`config.mk`:
```
export PLATFORM = sky130hd
export DESIGN_NAME = reg_write_arbiter
export DESIGN_NICKNAME = d
export VERILOG_FILES = /design/src/rtl/reg_arb_pkg.sv /design/src/rtl/d_ff.sv /design/src/rtl/reg_write_arbiter.sv
export SDC_FILE = /design/constraint.sdc
export NUM_CORES = 1
export LEC_CHECK = 0
export CAP_MARGIN = 5
export CELL_PAD_IN_SITES_DETAIL_PLACEMENT = 0
export CELL_PAD_IN_SITES_GLOBAL_PLACEMENT = 1
export CORE_MARGIN = 8
export CORE_UTILIZATION = 39
export CTS_BUF_LIST = sky130_fd_sc_hd__clkbuf_8
export DETAILED_ROUTE_END_ITERATION = 8
export PLACE_DENSITY_LB_ADDON = 0.1
export SLEW_MARGIN = 10
export SYNTH_ARGS = -nofsm -noshare
export SYNTH_HDL_FRONTEND = slang
export SYNTH_HIERARCHICAL = 1
export SYNTH_SLANG_ARGS = --single-unit
```
`constraint.sdc`:
```
create_clock -name clk -period 3.2 [get_ports clk]
set_input_delay 0.32 -clock clk [delete_from_list [all_inputs] [get_ports clk]]
set_output_delay 0.32 -clock clk [all_outputs]
set_load 0.03 [all_outputs]
```
`src/rtl/reg_arb_pkg.sv`:
```
// ---------------------------------------------------------------------------
// reg_arb_pkg : arbiter state encoding and round-robin pick helper
// Rev 1.0
// ---------------------------------------------------------------------------
`default_nettype none

package reg_arb_pkg;

  typedef enum logic [1:0] {
    IDLE  = 2'd0,
    GRANT = 2'd1,
    BURST = 2'd2
  } arb_state_t;

  // The helper works on a fixed-width vector, so at most 32 requesters are supported.
  localparam int RR_MAX   = 32;
  localparam int RR_IDX_W = 5;

  typedef struct packed {
    logic                found;
    logic [RR_IDX_W-1:0] idx;
  } rr_pick_t;

  function automatic rr_pick_t rr_pick(input logic [RR_MAX-1:0]   elig,
                                       input logic [RR_IDX_W-1:0] ptr,
                                       input int unsigned         nreq);
    rr_pick_t    res;
    int unsigned cand;
    res = '0;
    for (int unsigned off = 0; off < RR_MAX; off++) begin
      cand = (32'(ptr) + off) % nreq;
      if (off < nreq && !res.found && elig[cand[RR_IDX_W-1:0]]) begin
        res.found = 1'b1;
        res.idx   = cand[RR_IDX_W-1:0];
      end
    end
    return res;
  endfunction

endpackage

`default_nettype wire

```
`src/rtl/d_ff.sv`:
```
// ---------------------------------------------------------------------------
// d_ff : N-bit enabled register with synchronous active-high clear
// Rev 1.0
// ---------------------------------------------------------------------------
`default_nettype none

module d_ff #(
  parameter int N = 8
) (
  input  logic         clk,
  input  logic         reset,
  input  logic         en,
  input  logic [N-1:0] in_d,
  output logic [N-1:0] out_q
);

  always_ff @(posedge clk) begin
    if (reset) begin
      out_q <= '0;
    end else if (en) begin
      out_q <= in_d;
    end
  end

endmodule

`default_nettype wire

```
`src/rtl/reg_write_arbiter.sv`:
```
// ---------------------------------------------------------------------------
// reg_write_arbiter : round-robin writer arbitration for one shared register,
//                     with locked bursts of up to HOLD_MAX writes
// Rev 1.0
// ---------------------------------------------------------------------------
`default_nettype none

module reg_write_arbiter
  import reg_arb_pkg::*;
#(
  parameter int N        = 8,
  parameter int R        = 4,
  parameter int HOLD_MAX = 4
) (
  input  logic           clk,
  input  logic           reset,
  input  logic [R-1:0]   req,
  input  logic [R-1:0]   lock,
  input  logic [R*N-1:0] wdata,
  output logic [R-1:0]   gnt,
  output logic           busy,
  output logic [N-1:0]   out_q
);

  localparam int PTR_W = (R > 1) ? $clog2(R) : 1;
  localparam int CNT_W = $clog2(HOLD_MAX + 1);

  arb_state_t        state_q, state_d;
  logic [R-1:0]      gnt_q, gnt_d;
  logic [PTR_W-1:0]  own_q, own_d;
  logic [PTR_W-1:0]  ptr_q, ptr_d;
  logic [CNT_W-1:0]  cnt_q, cnt_d;
  logic              wr_en_q, wr_en_d;
  logic [N-1:0]      wr_data_q, wr_data_d;
  logic              busy_q;

  logic [N-1:0]      word [R];
  logic [R-1:0]      eligible;
  logic [RR_MAX-1:0] elig_ext;
  rr_pick_t          pick;
  logic [PTR_W-1:0]  win;
  logic              hold_burst;

  for (genvar gi = 0; gi < R; gi++) begin : g_word
    assign word[gi] = wdata[gi*N +: N];
  end

  always_comb begin
    state_d   = IDLE;
    gnt_d     = '0;
    own_d     = own_q;
    ptr_d     = ptr_q;
    cnt_d     = '0;
    wr_en_d   = 1'b0;
    wr_data_d = wr_data_q;

    // gnt_q is zero in IDLE, so it doubles as the one-decision mask.
    eligible             = req & ~gnt_q;
    elig_ext             = '0;
    elig_ext[R-1:0]      = eligible;
    pick                 = rr_pick(elig_ext, RR_IDX_W'(ptr_q), R);
    win                  = PTR_W'(pick.idx);
    hold_burst           = (state_q == BURST) && req[own_q] && lock[own_q] &&
                           (cnt_q < CNT_W'(HOLD_MAX));

    if (hold_burst) begin
      state_d   = BURST;
      gnt_d     = gnt_q;
      wr_en_d   = 1'b1;
      wr_data_d = word[own_q];
      cnt_d     = cnt_q + CNT_W'(1);
    end else if (pick.found) begin
      gnt_d[win] = 1'b1;
      own_d      = win;
      wr_en_d    = 1'b1;
      wr_data_d  = word[win];
      ptr_d      = (win == PTR_W'(R - 1)) ? '0 : PTR_W'(win + PTR_W'(1));
      if (lock[win]) begin
        state_d = BURST;
        cnt_d   = CNT_W'(1);
      end else begin
        state_d = GRANT;
      end
    end
  end

  always_ff @(posedge clk) begin
    if (reset) begin
      state_q   <= IDLE;
      gnt_q     <= '0;
      own_q     <= '0;
      ptr_q     <= '0;
      cnt_q     <= '0;
      wr_en_q   <= 1'b0;
      wr_data_q <= '0;
      busy_q    <= 1'b0;
    end else begin
      state_q   <= state_d;
      gnt_q     <= gnt_d;
      own_q     <= own_d;
      ptr_q     <= ptr_d;
      cnt_q     <= cnt_d;
      wr_en_q   <= wr_en_d;
      wr_data_q <= wr_data_d;
      busy_q    <= (state_d != IDLE);
    end
  end

  assign gnt  = gnt_q;
  assign busy = busy_q;

  d_ff #(.N(N)) u_reg (
    .clk   (clk),
    .reset (reset),
    .en    (wr_en_q),
    .in_d  (wr_data_q),
    .out_q (out_q)
  );

endmodule

`default_nettype wire

```
==> Word level (Yosys, flattened, before mapping) <==
Cells that the tools add are included.
{ "totals": {"wordCells": 82, "input_bits": 42, "ff_bits": 31, "output_inout_bits": 13} }
{ "op_classes": {"bitwise": 5, "n_lt_le_gt_ge": 10, "add_sub_neg": 5, "n_reduce_logical": 13, "mux": 38, "eq_ne": 2} }
{ "ops": {"columns": ["op", "count"], "rows": [
  ["two-way mux 8 bit", 6],
  ["binary-select mux 8 bit (select 2 bit)", 2],
  ["less-than comparator 2 x 6 -> 1 bit (second input constant)", 4],
  ["two-way mux 6 bit", 4],
  ["binary-select mux 1 bit (select 2 bit)", 7],
  ["two-way mux 1 bit", 12],
  ["two-way mux 2 bit", 4],
  ["logical AND 1 bit", 7],
  ["greater-or-equal comparator 3 bit (second input constant)", 2],
  ["less-than comparator 2 x 3 -> 1 bit (second input constant)", 2],
  ["inverter 2 -> 3 bit", 2],
  ["adder 2 x 1 -> 2 bit (second input constant)", 2],
  ["adder 2 bit (second input constant)", 2],
  ["AND 4 bit", 1],
  ["== test 2 bit (second input constant)", 2],
  ["two-way mux 4 bit", 1],
  ["inverter 4 bit", 1],
  ["nonzero test 2 bit", 2],
  ["adder 3 x 1 -> 3 bit (second input constant)", 1],
  ["zero test 1 bit", 3],
  ["less-than comparator 3 bit (second input constant)", 1],
  ["two-way mux 3 bit", 1],
  ["demux 1 bit (select 2 bit)", 1],
  ["greater-or-equal comparator 2 x 1 -> 1 bit (second input constant)", 1],
  ["2 further kinds", 2]
]} }

==> Longest topological paths before layout <==
Gate-level depths: netlist (run 1).
{ "logic_depth": {"ltp_word": 20, "depth_mapped": 8, "depth_no_buf": 7} }

==> Hierarchy <==
The synthesis (run 1) kept the hierarchy.
{ "modules_own_cells": {"columns": ["module", "instances", "seq_area_each_um2", "area_each_um2", "cells_per_inst"], "rows": [
  ["reg_write_arbiter", 1, 440.4, 1542.7, 160],
  ["d_ff", 1, 160.2, 285.3, 26]
]} }

==> Least setup slack after synthesis (run 1) <==
Ideal clock, no wire load.
{ "synth_timing": {"kind": "register -> register", "startpoint": "register gnt_q[2] (netlist: gnt[2])", "endpoint": "register wr_data_q[0]", "setup_ps": 76, "slack_ps": 1232, "path_stages_with_launch": 7, "n_path_buf": 1, "t_arrival_ps": 1892, "required_ps": 3124, "synth_period_minus_slack_ps": 1968, "path_cell_list": "dfxtp_1 -> nand2b_1 -> a211oi_1 -> o32ai_1 -> buf_2 -> mux2_2 -> o22ai_1"} }
{ "synth_between": {"elab_chain_len": 20, "elab_cells_between_ends": 27, "classes_between": "17 x mux; 3 x bitwise; 7 x reduce/logical"} }
{ "synth_lines": {"columns": ["item", "line", "rtl"], "rows": [
  ["start, declared", "reg_write_arbiter.sv:29", "logic [R-1:0] gnt_q, gnt_d;"],
  ["start signal, assigned", "reg_write_arbiter.sv:99", "gnt_q <= gnt_d;"],
  ["inverter 4 bit *", "reg_write_arbiter.sv:58", "eligible = req & ~gnt_q;"],
  ["AND 4 bit *", "reg_write_arbiter.sv:58", null],
  ["binary-select mux 1 bit (select 2 bit)", "reg_arb_pkg.sv:32", "if (off < nreq && !res.found && elig[cand[RR_IDX_W-1:0]]) begin"],
  ["two-way mux 1 bit (not written as such)", "reg_arb_pkg.sv:32", null],
  ["two-way mux 6 bit", "reg_arb_pkg.sv:32", null],
  ["zero test 1 bit", "reg_arb_pkg.sv:32", null],
  ["logical AND 1 bit", "reg_arb_pkg.sv:32", null],
  ["two-way mux 6 bit", "reg_arb_pkg.sv:32", null],
  ["(+3 left out)", null, null],
  ["zero test 1 bit", "reg_arb_pkg.sv:32", null],
  ["logical AND 1 bit", "reg_arb_pkg.sv:32", null],
  ["two-way mux 6 bit *", "reg_arb_pkg.sv:32", null],
  ["inverter 2 -> 3 bit (not written as such)", "reg_write_arbiter.sv:76", "wr_data_d = word[win];"],
  ["binary-select mux 8 bit (select 2 bit)", "reg_write_arbiter.sv:76", null],
  ["two-way mux 8 bit (not written as such) (2 in series)", "reg_write_arbiter.sv:76", null],
  ["two-way mux 8 bit", "reg_write_arbiter.sv:72", "end else if (pick.found) begin"],
  ["two-way mux 8 bit", "reg_write_arbiter.sv:66", "if (hold_burst) begin"],
  ["end signal, assigned", "reg_write_arbiter.sv:104", "wr_data_q <= wr_data_d;"],
  ["end, declared", "reg_write_arbiter.sv:34", "logic [N-1:0] wr_data_q, wr_data_d;"]
]} }
Mark *: on every way between the ends. The rest lies on a longest branch, timed or not. The select of a mux whose other input is x is not followed.
A chain may end at the register's enable or synchronous reset.

==> Worst setup path after layout (run 1) <==
{ "layout_timing": {"startpoint": "input req[3]", "endpoint": "register wr_data_q[7]"} }
{ "layout_between": {"elab_chain_len": 19, "elab_cells_between_ends": 31, "classes_between": "19 x mux; 2 x bitwise; 10 x reduce/logical"} }
{ "layout_lines": {"columns": ["item", "line", "rtl"], "rows": [
  ["start, declared", "reg_write_arbiter.sv:17", "input logic [R-1:0] req,"],
  ["AND 4 bit", "reg_write_arbiter.sv:58", null],
  ["binary-select mux 1 bit (select 2 bit)", "reg_arb_pkg.sv:32", null],
  ["two-way mux 1 bit (not written as such)", "reg_arb_pkg.sv:32", null],
  ["two-way mux 6 bit", "reg_arb_pkg.sv:32", null],
  ["zero test 1 bit", "reg_arb_pkg.sv:32", null],
  ["logical AND 1 bit", "reg_arb_pkg.sv:32", null],
  ["two-way mux 6 bit", "reg_arb_pkg.sv:32", null],
  ["zero test 1 bit", "reg_arb_pkg.sv:32", null],
  ["(+2 left out)", null, null],
  ["zero test 1 bit", "reg_arb_pkg.sv:32", null],
  ["logical AND 1 bit", "reg_arb_pkg.sv:32", null],
  ["two-way mux 6 bit", "reg_arb_pkg.sv:32", null],
  ["inverter 2 -> 3 bit (not written as such)", "reg_write_arbiter.sv:76", null],
  ["binary-select mux 8 bit (select 2 bit)", "reg_write_arbiter.sv:76", null],
  ["two-way mux 8 bit (not written as such) (2 in series)", "reg_write_arbiter.sv:76", null],
  ["two-way mux 8 bit", "reg_write_arbiter.sv:72", null],
  ["two-way mux 8 bit", "reg_write_arbiter.sv:66", null]
]} }
Parallel ways exist; a longest one is shown, timed or not. The select of a mux whose other input is x is not followed.

==> results of run 1 <==
-- kinds of logic after synthesis --
logic type / Yosys count / synth area share (%)
adder cells (fa/ha/maj): 5 / 3.42
flip-flops: 30 / 32.9
multiplexers: 43 / 29.6
AND/OR/NAND/NOR: 54 / 15.5
AO/OA/AOI/OAI: 38 / 13.8
buffers and inverters: 16 / 4.79
-- worst paths after layout --
kind	from	end	slack [ps]	cells past startpoint
min reg2reg	gnt[3]$_SDFFE_PP0N_	gnt[3]$_SDFFE_PP0N_	480	2
max reg2reg	own_q[1]$_SDFFE_PP0P_	wr_data_q[3]$_SDFFE_PP0P_	940	4
min	gnt[3]$_SDFFE_PP0N_	gnt[3]$_SDFFE_PP0N_	480	2
max	req[3]	wr_data_q[7]$_SDFFE_PP0P_	880	8
-- layout by cell type, fill, tap and decap left out, types with 2 or more instances in the layout --
cell / synthesis / final
a21oi_1: 16 / 16
a22oi_1: 2 / 2
and3_1: 8 / 8
buf_4: 0 / 5
clkbuf_8: 0 / 6
clkdlybuf4s50_1: 0 / 54
dfxtp_1: 30 / 30
ha_1: 5 / 5
inv_1: 3 / 4
mux2_2: 8 / 8
mux2i_1: 27 / 27
mux4_2: 8 / 8
nand2_1: 9 / 9
nand2b_1: 3 / 3
nand3_1: 9 / 9
nor2_1: 14 / 14
nor3b_1: 3 / 3
o211ai_1: 2 / 2
o21ai_0: 2 / 2
o22ai_1: 10 / 10
-- stage by stage --
stage               std cells  power [W]  area (sq um)  worst slack [ps]  util (%)
floorplan                 186    0.00121          1830              1230         -
global placement          286    0.00145          2400               657      51.9
detailed placement        286    0.00146          2400               596      51.9
CTS                       294    0.00177          2500               882      53.9
global route              294    0.00188          2500               696      53.9
finish                    294    0.00176          2500               879      53.9
-- power groups by stage --
stage | Sequential [W] | Combinational [W] | Clock (W)
after floorplan | 0.000602 | 0.000610 | 0
after global placement | 0.000594 | 0.000853 | 0
after detailed placement | 0.000596 | 0.000866 | 0
after CTS | 0.000589 | 0.000872 | 0.000314
after global routing | 0.000603 | 0.000945 | 0.000332
final | 0.000588 | 0.000865 | 0.000308
-- cell type report --
cell class                      count  area [sq um]  share of cell area (%)
Tap cell                           54          67.6                    2.71
Multi-Input combinational cell    140          1150                    46.0
Inverter                            3          11.3                   0.451
Sequential cell                    30           601                    24.1
Clock buffer                        6          82.6                    3.31
Timing Repair Buffer               59           578                    23.2
Clock inverter                      2          8.76                   0.351
-- worst max-delay path, delay by kind of cell --
kind            cells  cell delay (ps)
compound gates      2              620
buf+inv             2              890
mux                 2              410
simple gates        2              280
-- metal layers --
| layer | part of all wire, % | global-route usage [%] | up-vias |
|---|---|---|---|
| li1 | - | - | 796 |
| met5 | 0 | 0 | - |
| met1 | 45 | 17.8 | 774 |
| met4 | 0.78 | 5.02 | 0 |
| met2 | 48 | 23.3 | 46 |
| met3 | 6.0 | 4.59 | 5 |
-- state kept, by name, indices dropped and copies added, names as in the netlist --
signal       count
own_q            2
busy             1
state_q          2
cnt_q            3
ptr_q            2
wr_data_q        8
u_reg/out_q      8
gnt              4
==> results.md, run 1 <==
* Status: completed
* FP Rows at 25
* Layout cells sized above 1 at 12.9%
* Post-Route WL at 5150 microns
* Yosys cell types at 35
* Setup Skew at approximately 8.5 ps
* #FFs+latches synth at 30
* Combinational Power Share at between 40% and 50%
* Worst Tran Pin Value at ~870 ps
* Crit. End Element: flop
* Post-synth top area share at around a third
* Average size of a mapped cell at roughly 10 sq um
* Switching power at between 0.0006 and 0.0007 W
* Crit path time final at between 2000 and 2500 ps
* Syn_nets at approximately 230
* Final Max Slew Viols at 0
* Arr. time, crit path at 2520 ps
* Most used DFF post-synth: dfxtp_1
* Setup TNS at 0 ps
* RSZ-0062 raised after global routing: no
* P&R area growth vs syn at 36.6%
* Vias in the first global route at approximately 1.7k
* Final Wtd Congestion at between 0.8 and 0.9
* First-pass GRT wire length at ~8400 microns
* Core Box Area at 0.00463 sq mm
* Setup repair bufs after CTS at 0
* Required @ worst endpoint at 3400 ps
* Antenna diodes at 0
* Ys async rst share at 0%
* Leak at roughly 1.0 nW
* Reg clk slew, reported paths at around 70 ps
* Clock power share at between 10% and 20%
* Sw frac at between 30% and 40%
* CTS H-tree depth at 2
* Crit-path cells: clkdlybuf4s50_1 > and2b_1 > nor2_1 > o32ai_4 > buf_4 > mux2i_1 > mux2_2 > o22ai_1
* CTS root buf: clkbuf_8
* Post_cts resized at 0
* Power per cell area at between 700 and 800 mW/mm^2
* Top cells by count, synth: dfxtp_1, mux2i_1, a21oi_1
* Seq/Total Area, Yosys at between 30% and 40%
* Grt ovf at 0
* WS Path Type: in -> reg
* Clock Path Buffers at 2
* Fin crit share at between 70% and 80%
* Internal power at around 0.0011 W
* TritonCTS buffer count at 5
* Number of synthesized flops with an enable pin at 0
* Largest net degree at the start of global routing at 29
* Synth Instances at ~190
* Initial antenna violation count at 0
* Worst Setup Start Kind: input port
* Worst-path cell with the longest stage delay: clkdlybuf4s50_1
* Drt drc at 0
* Most frequent cell after synthesis: dfxtp_1
* Drt initial violations at 72
* Final Hold Fails at 0
* Initial Util at 39.5%
* Clk sinks at 30
* Cell taking the most area after synthesis: dfxtp_1
* CP max FO at 17
* Die area at slightly above 0.007 sq mm
* Max Cap Viol at 0
* Synth Cell Area at between 0.0015 and 0.002 sq mm
* Relative slew slack at about 42%
* Antenna Nets Post-Route at 0
* Total Routing Usage GR at 14.5%
* DR vias at around 1.6k
* Synth warn at 6
* Post-layout nets at about 290
* Maximum VDD drop at 270 uV
* Max incr delay on CP at 520 ps
* DR WL/cell at roughly 18 microns
* # IOs at 55
* Worst skew pair latency at around 280 ps
* I/O Buffers at 54
* CTS tree: yes
* CTS hold repair buffers at 0
* Fillers at ~430
* Final count of negative-setup-slack endpoints at 0
* Die height at between 80 and 90 microns
* Sequential power share at between 30% and 40%
* Die W at around 84 microns
* Drt pass-1 iters at 4
* Dpl hpwl at roughly 3900 microns
* Synth area leaders: dfxtp_1, mux2i_1, mux4_2
* Vias per cell at 5.51
* Hold WC Path Type: reg -> reg
* WHS at between 400 and 500 ps
* F_max at ~430 MHz
Note: power is estimated with default switching activity, not from simulation.
==> run 2: changes to the inputs <==
- CORE_UTILIZATION: 39 -> 33
- clock period: 3.2 -> 2.1 ns (I/O delays scaled with it)
==> run 2 against run 1 <==
  * Worst setup slack worse by 720 ps
  * Critical path type unchanged
  * Sequential power is 46% higher
  * First-iteration DRC count is 21% lower
  * Die area is 15% higher
  * Total power is 62% higher
  * Non-clock buffer count is 12 higher
  * Routed wire length is 3.5% higher
  * Cell count is 10% higher
  * Global-route usage is 1.1 points lower
==> results.md, run 2 (synthesis gave the netlist of run 1 again) <==
* Largest net degree at the start of global routing at 25 (-14%)
* # IOs at 55 (unchanged)
* Die W at 90.4 microns (+7.1%)
* Antenna diodes at 0 (unchanged)
* CP max FO at 7 (-10)
* Clk sinks at 30 (unchanged)
* Vias per cell at 5.21 (-5.5%)
* Grt ovf at 0 (unchanged)
* CTS H-tree depth at 2 (unchanged)
* Crit path time final at around 1900 ps
* Most common cell after layout, fill and taps aside: clkdlybuf4s50_1
* Final Total Pwr at 0.00285 W (+62%)
* Final worst-path setup slack at 162 ps (-717 ps)
* Die area at 0.00818 sq mm (+15%)
* Layout cells sized above 1 at 17.5% (+4.5 points)
* Worst-path cell with the longest stage delay: clkdlybuf4s50_1
* Leak at 1.07 nW (+6.4%)
* Dpl hpwl at 4090 microns (+4.5%)
* Power per cell area at 1080 mW/mm^2 (+54%)
* Relative slew slack at 72.7% (+31 points)
* Drt drc at 0 (unchanged)
* Cell family with most CP delay: buffers and inverters
* Post_cts resized at 0 (unchanged)
* TritonCTS buffer count at 5 (unchanged)
* Clock Path Buffers at 2 (unchanged)
* Final Util at 48.3% (-5.6 points)
* Maximum VDD drop at 452 uV (+67%)
* Status: completed
* WS Path Type: in -> reg
* Reg clk slew, reported paths at 60 ps (about the same)
* I/O Buffers at 54 (unchanged)
* Fillers at 518 (+21%)
* Final Wtd Congestion at 0.802 (-3.9%)
* Required @ worst endpoint at 2310 ps (-1090 ps)
* DR vias at 1688 (+4.1%)
* Final count of negative-setup-slack endpoints at 0 (unchanged)
* CTS tree: yes
* Crit-path cells: clkdlybuf4s50_1 > nor2b_1 > a211oi_1 > o32ai_2 > buf_4 > mux2_2 > o22ai_1
* CTS root buf: clkbuf_8
* Antenna Nets Post-Route at 0 (unchanged)
* P&R area growth vs syn at 43.7%
* Worst Setup Start Kind: input port
* F_max at between 500 and 600 MHz
* First-pass GRT wire length at 8890 microns (+6.1%)
* Final Hold Fails at 0 (unchanged)
* RSZ-0062 raised after global routing: no
* Initial antenna violation count at 0 (unchanged)
* Max incr delay on CP at 520 ps (about the same)
* Hold WC Path Type: reg -> reg
* Post-layout nets at 298 (+4.2%)
* Post-Route WL at 5330 microns (+3.5%)
* CP bufs+invs at 2 (unchanged)
* Arr. time, crit path at 2140 ps (-380 ps)
* Drt pass-1 iters at 4 (unchanged)
* Fin crit share at 92.3%
* FP Rows at 27 (+8.0%)
* Core Box Area at 0.00544 sq mm (+17%)
* DR WL/cell at 16.4 microns (-6.1%)
* Initial Util at 33.6% (-5.9 points)
* Drt initial violations at 57 (-21%)
* Crit. End Element: flop
* Max Cap Viol at 0 (unchanged)
* Vias in the first global route at 1789 (+4.9%)
* Place WS at -123 ps (-719 ps)
* Total Routing Usage GR at 13.4% (-1.1 points)
* Final Max Slew Viols at 0 (unchanged)
* Worst Tran Pin Value at 409 ps (-456 ps)
* Most frequent cells in the layout: clkdlybuf4s50_1, dfxtp_1, mux2i_1
* Setup repair bufs after CTS at 0 (unchanged)
* Worst skew pair latency at 280 ps (about the same)
* Setup Skew at 3.54 ps (-4.95 ps)
* Die height at 90.4 microns (+7.1%)
* CTS hold repair buffers at 0 (unchanged)
run 2: cell count changes in the layout (fill, tap and decap cells not counted), sizes merged:
| cell | previous run | this run |
|---|---|---|
| buf | 5 | 17 |
| clkbuf | 6 | 8 |
| clkinv | 1 | 0 |
| inv | 4 | 3 |
run 2: worst paths after layout:
check,start,endpoint,slack (ps),depth (start not counted)
max,req[0],wr_data_q[0]$_SDFFE_PP0P_,160,7
min,gnt[3]$_SDFFE_PP0N_,gnt[3]$_SDFFE_PP0N_,480,2
max reg2reg,gnt[3]$_SDFFE_PP0N_,wr_data_q[0]$_SDFFE_PP0P_,210,6
min reg2reg,gnt[3]$_SDFFE_PP0N_,gnt[3]$_SDFFE_PP0N_,480,2
run 2: area by class of cell:
cell class | instances | area [sq um] | share of cell area (%)
Tap cell | 72 | 90.1 | 3.43
Clock buffer | 8 | 110 | 4.19
Sequential cell | 30 | 601 | 22.9
Multi-Input combinational cell | 140 | 1150 | 43.7
Inverter | 3 | 11.3 | 0.429
Timing Repair Buffer | 71 | 668 | 25.4
run 2: report_power, final:
group,total (W),switching [W],internal [W]
Combinational,0.00144,0.000696,0.000744
Sequential,0.000861,0.000128,0.000733
Clock,0.000548,0.000217,0.000331
Total,0.00285,0.00104,0.00181
run 2: metal layers:
metal | part of all wire (%) | global-route usage [%] | vias up | wire (microns)
met5 | 0 | 0 | - | 0
met3 | 4.5 | 3.57 | 5 | 241
met2 | 49 | 22.3 | 51 | 2600
li1 | - | - | 825 | -
met4 | 1.1 | 4.72 | 0 | 56
met1 | 46 | 16.1 | 807 | 2430
run 2: through the flow:
stage | instance area, sq um | hold slack (ps) | TNS (ps) | std cells
finish | 2630 | 478 | 0 | 324
CTS | 2630 | 477 | 0 | 324
floorplan | 1830 | 455 | 0 | 186
global placement | 2520 | 467 | -526 | 316
global route | 2630 | 499 | 0 | 324
detailed placement | 2520 | 468 | -1090 | 316
run 2: worst reg2reg max path: stages (launching register included):
cell and delay, ps:
dfxtp_1 360, and2b_1 220, buf_4 140, o32ai_2 360, buf_4 250, mux2_2 350
o22ai_1 140
==> run 3: changes to the inputs <==
- CORE_UTILIZATION: 33 -> 39
- CTS_CLUSTER_SIZE: unset -> 30
- clock period: 2.1 -> 2.3 ns (I/O delays scaled with it)
==> run 3 against run 2 <==
  * Register-to-register slack improved by 210 ps
  * Flip-flop and latch count did not move
  * Count of clock-buffer cells in the layout fell by 2
  * Largest cell class unchanged
==> results.md, run 3 (synthesis gave the netlist of run 1 again) <==
* Status: completed
* Placed cells at 294 (-7.0%)
* WS Path Type: in -> reg
* Final count of negative-setup-slack endpoints at 0 (unchanged)
* Die W at 84.5 microns (-6.6%)
* Largest net degree at the start of global routing at 29 (+16%)
* Grt ovf at 0 (unchanged)
* Setup TNS at 0 ps (unchanged)
* I/O Buffers at 54 (unchanged)
* Cell family with most CP delay: buffers and inverters
* Antenna diodes at 0 (unchanged)
* Initial antenna violation count at 0 (unchanged)
* Clk sinks at 30 (unchanged)
* CTS H-tree depth at 2 (unchanged)
* Required @ worst endpoint at 2500 ps (+190 ps)
* First-pass GRT wire length at 8790 microns (-1.2%)
* Max incr delay on CP at 500 ps (-20 ps)
* Power per cell area at 989 mW/mm^2 (-8.8%)
* CTS hold repair buffers at 0 (unchanged)
* Core Box Area at 0.00463 sq mm (-15%)
* Crit path time final at between 1500 and 2000 ps
* Drt drc at 0 (unchanged)
* FP Rows at 25 (-7.4%)
* Drt initial violations at 55 (-3.5%)
* Worst skew pair latency at 280 ps (about the same)
* CTS root buf: clkbuf_8
* Relative slew slack at 62.5% (-10 points)
* DR WL/cell at 17.4 microns (+5.7%)
* Die height at 84.5 microns (-6.6%)
* Fin area at 0.00256 sq mm (-2.7%)
* Dpl hpwl at 4070 microns (-0.50%)
* TritonCTS buffer count at 5 (unchanged)
* CP max FO at 4 (-3)
* Worst Setup Start Kind: input port
* Crit. End Element: flop
* Reg clk slew, reported paths at 70 ps (about the same)
* F_max at ~510 MHz
* CP bufs+invs at 2 (unchanged)
* Post-Layout Cell Count at 302 (-6.8%)
* Hold WC Path Type: reg -> reg
* Setup repair bufs after CTS at 0 (unchanged)
* Final Hold Fails at 0 (unchanged)
* Fin crit share at 85.0%
* Final Max Slew Viols at 0 (unchanged)
* # IOs at 55 (unchanged)
* Vias per cell at 5.53 (+6.1%)
* Antenna Nets Post-Route at 0 (unchanged)
* Setup Skew at 11.3 ps (+7.80 ps)
* P&R area growth vs syn at 39.8%
* Die area at 0.00713 sq mm (-13%)
* Post-Route WL at 5250 microns (-1.5%)
* CTS tree: yes
* Leak at 1.05 nW (-2.5%)
* Initial Util at 39.5% (+5.9 points)
* Final Wtd Congestion at 0.804 (+0.31%)
* Clock Path Buffers at 2 (unchanged)
* Final Total Pwr at 0.00253 W (-11%)
* Vias in the first global route at 1857 (+3.8%)
* Area after DPL at 0.00246 sq mm (-2.1%)
* DR vias at 1669 (-1.1%)
* Worst-path cell with the longest stage delay: clkdlybuf4s50_1
* Drt pass-1 iters at 4 (unchanged)
* Max Cap Viol at 0 (unchanged)
* RSZ-0062 raised after global routing: no
* Most common cell after layout, fill and taps aside: clkdlybuf4s50_1
* Post_cts resized at 0 (unchanged)
* Post-layout nets at 294 (-1.3%)
* Most frequent cells in the layout: clkdlybuf4s50_1, dfxtp_1, mux2i_1
* Crit-path cells: clkdlybuf4s50_1 > nor2b_1 > a211oi_1 > o32ai_2 > buf_4 > mux2_2 > o22ai_1
* Maximum VDD drop at 493 uV (+8.9%)
* Arr. time, crit path at 2160 ps (+20 ps)
* Total Routing Usage GR at 15.3% (+2.0 points)
* Layout cells sized above 1 at 15.7% (-1.7 points)
* Worst Tran Pin Value at 560 ps (+151 ps)
-- run 3: worst paths after layout --
path	startpoint	end	slack, ps	depth (start not counted)
worst max register to register	gnt[2]$_SDFFE_PP0N_	wr_data_q[3]$_SDFFE_PP0P_	420	6
worst min register to register	gnt[3]$_SDFFE_PP0N_	gnt[3]$_SDFFE_PP0N_	470	2
worst min-delay path	gnt[3]$_SDFFE_PP0N_	gnt[3]$_SDFFE_PP0N_	470	2
worst max-delay path	req[0]	wr_data_q[3]$_SDFFE_PP0P_	350	7
-- run 3: where the power goes --
part	switching, W	internal (W)
Sequential	0.000107	0.000670
Combinational	0.000643	0.000675
Clock	0.000197	0.000237
Total	0.000947	0.00158
-- run 3: worst min-delay path: stages (launching register included) --
cell     delay [ps]
dfxtp_1         320
nand2_1          60
a21oi_1          50
-- run 3: metrics by stage --
stage | worst slack (ps) | util [%] | hold WS (ps)
floorplan | 332 | - | 455
global placement | 101 | 53.2 | 469
detailed placement | 95.5 | 53.2 | 469
CTS | 359 | 55.2 | 479
global route | 221 | 55.2 | 512
finish | 346 | 55.2 | 473
-- run 3: routing by layer --
metal,vias to the layer above,track usage [%],wire length (microns)
met5,-,0,0
met4,0,3.07,38
met3,4,5.85,316
met2,47,26.6,2620
met1,798,17.5,2270
li1,820,-,-
-- run 3: area by class of cell --
| cell class | instances | area [sq um] |
|---|---|---|
| fillers | 426 | 2070 |
| multi-input cells | 140 | 1150 |
| repair buffers | 67 | 638 |
| flip-flops and latches | 30 | 601 |
| clock buffers | 6 | 82.6 |
| well taps | 54 | 67.6 |
| inverters | 3 | 11.3 |
| clock inverters | 2 | 8.76 |
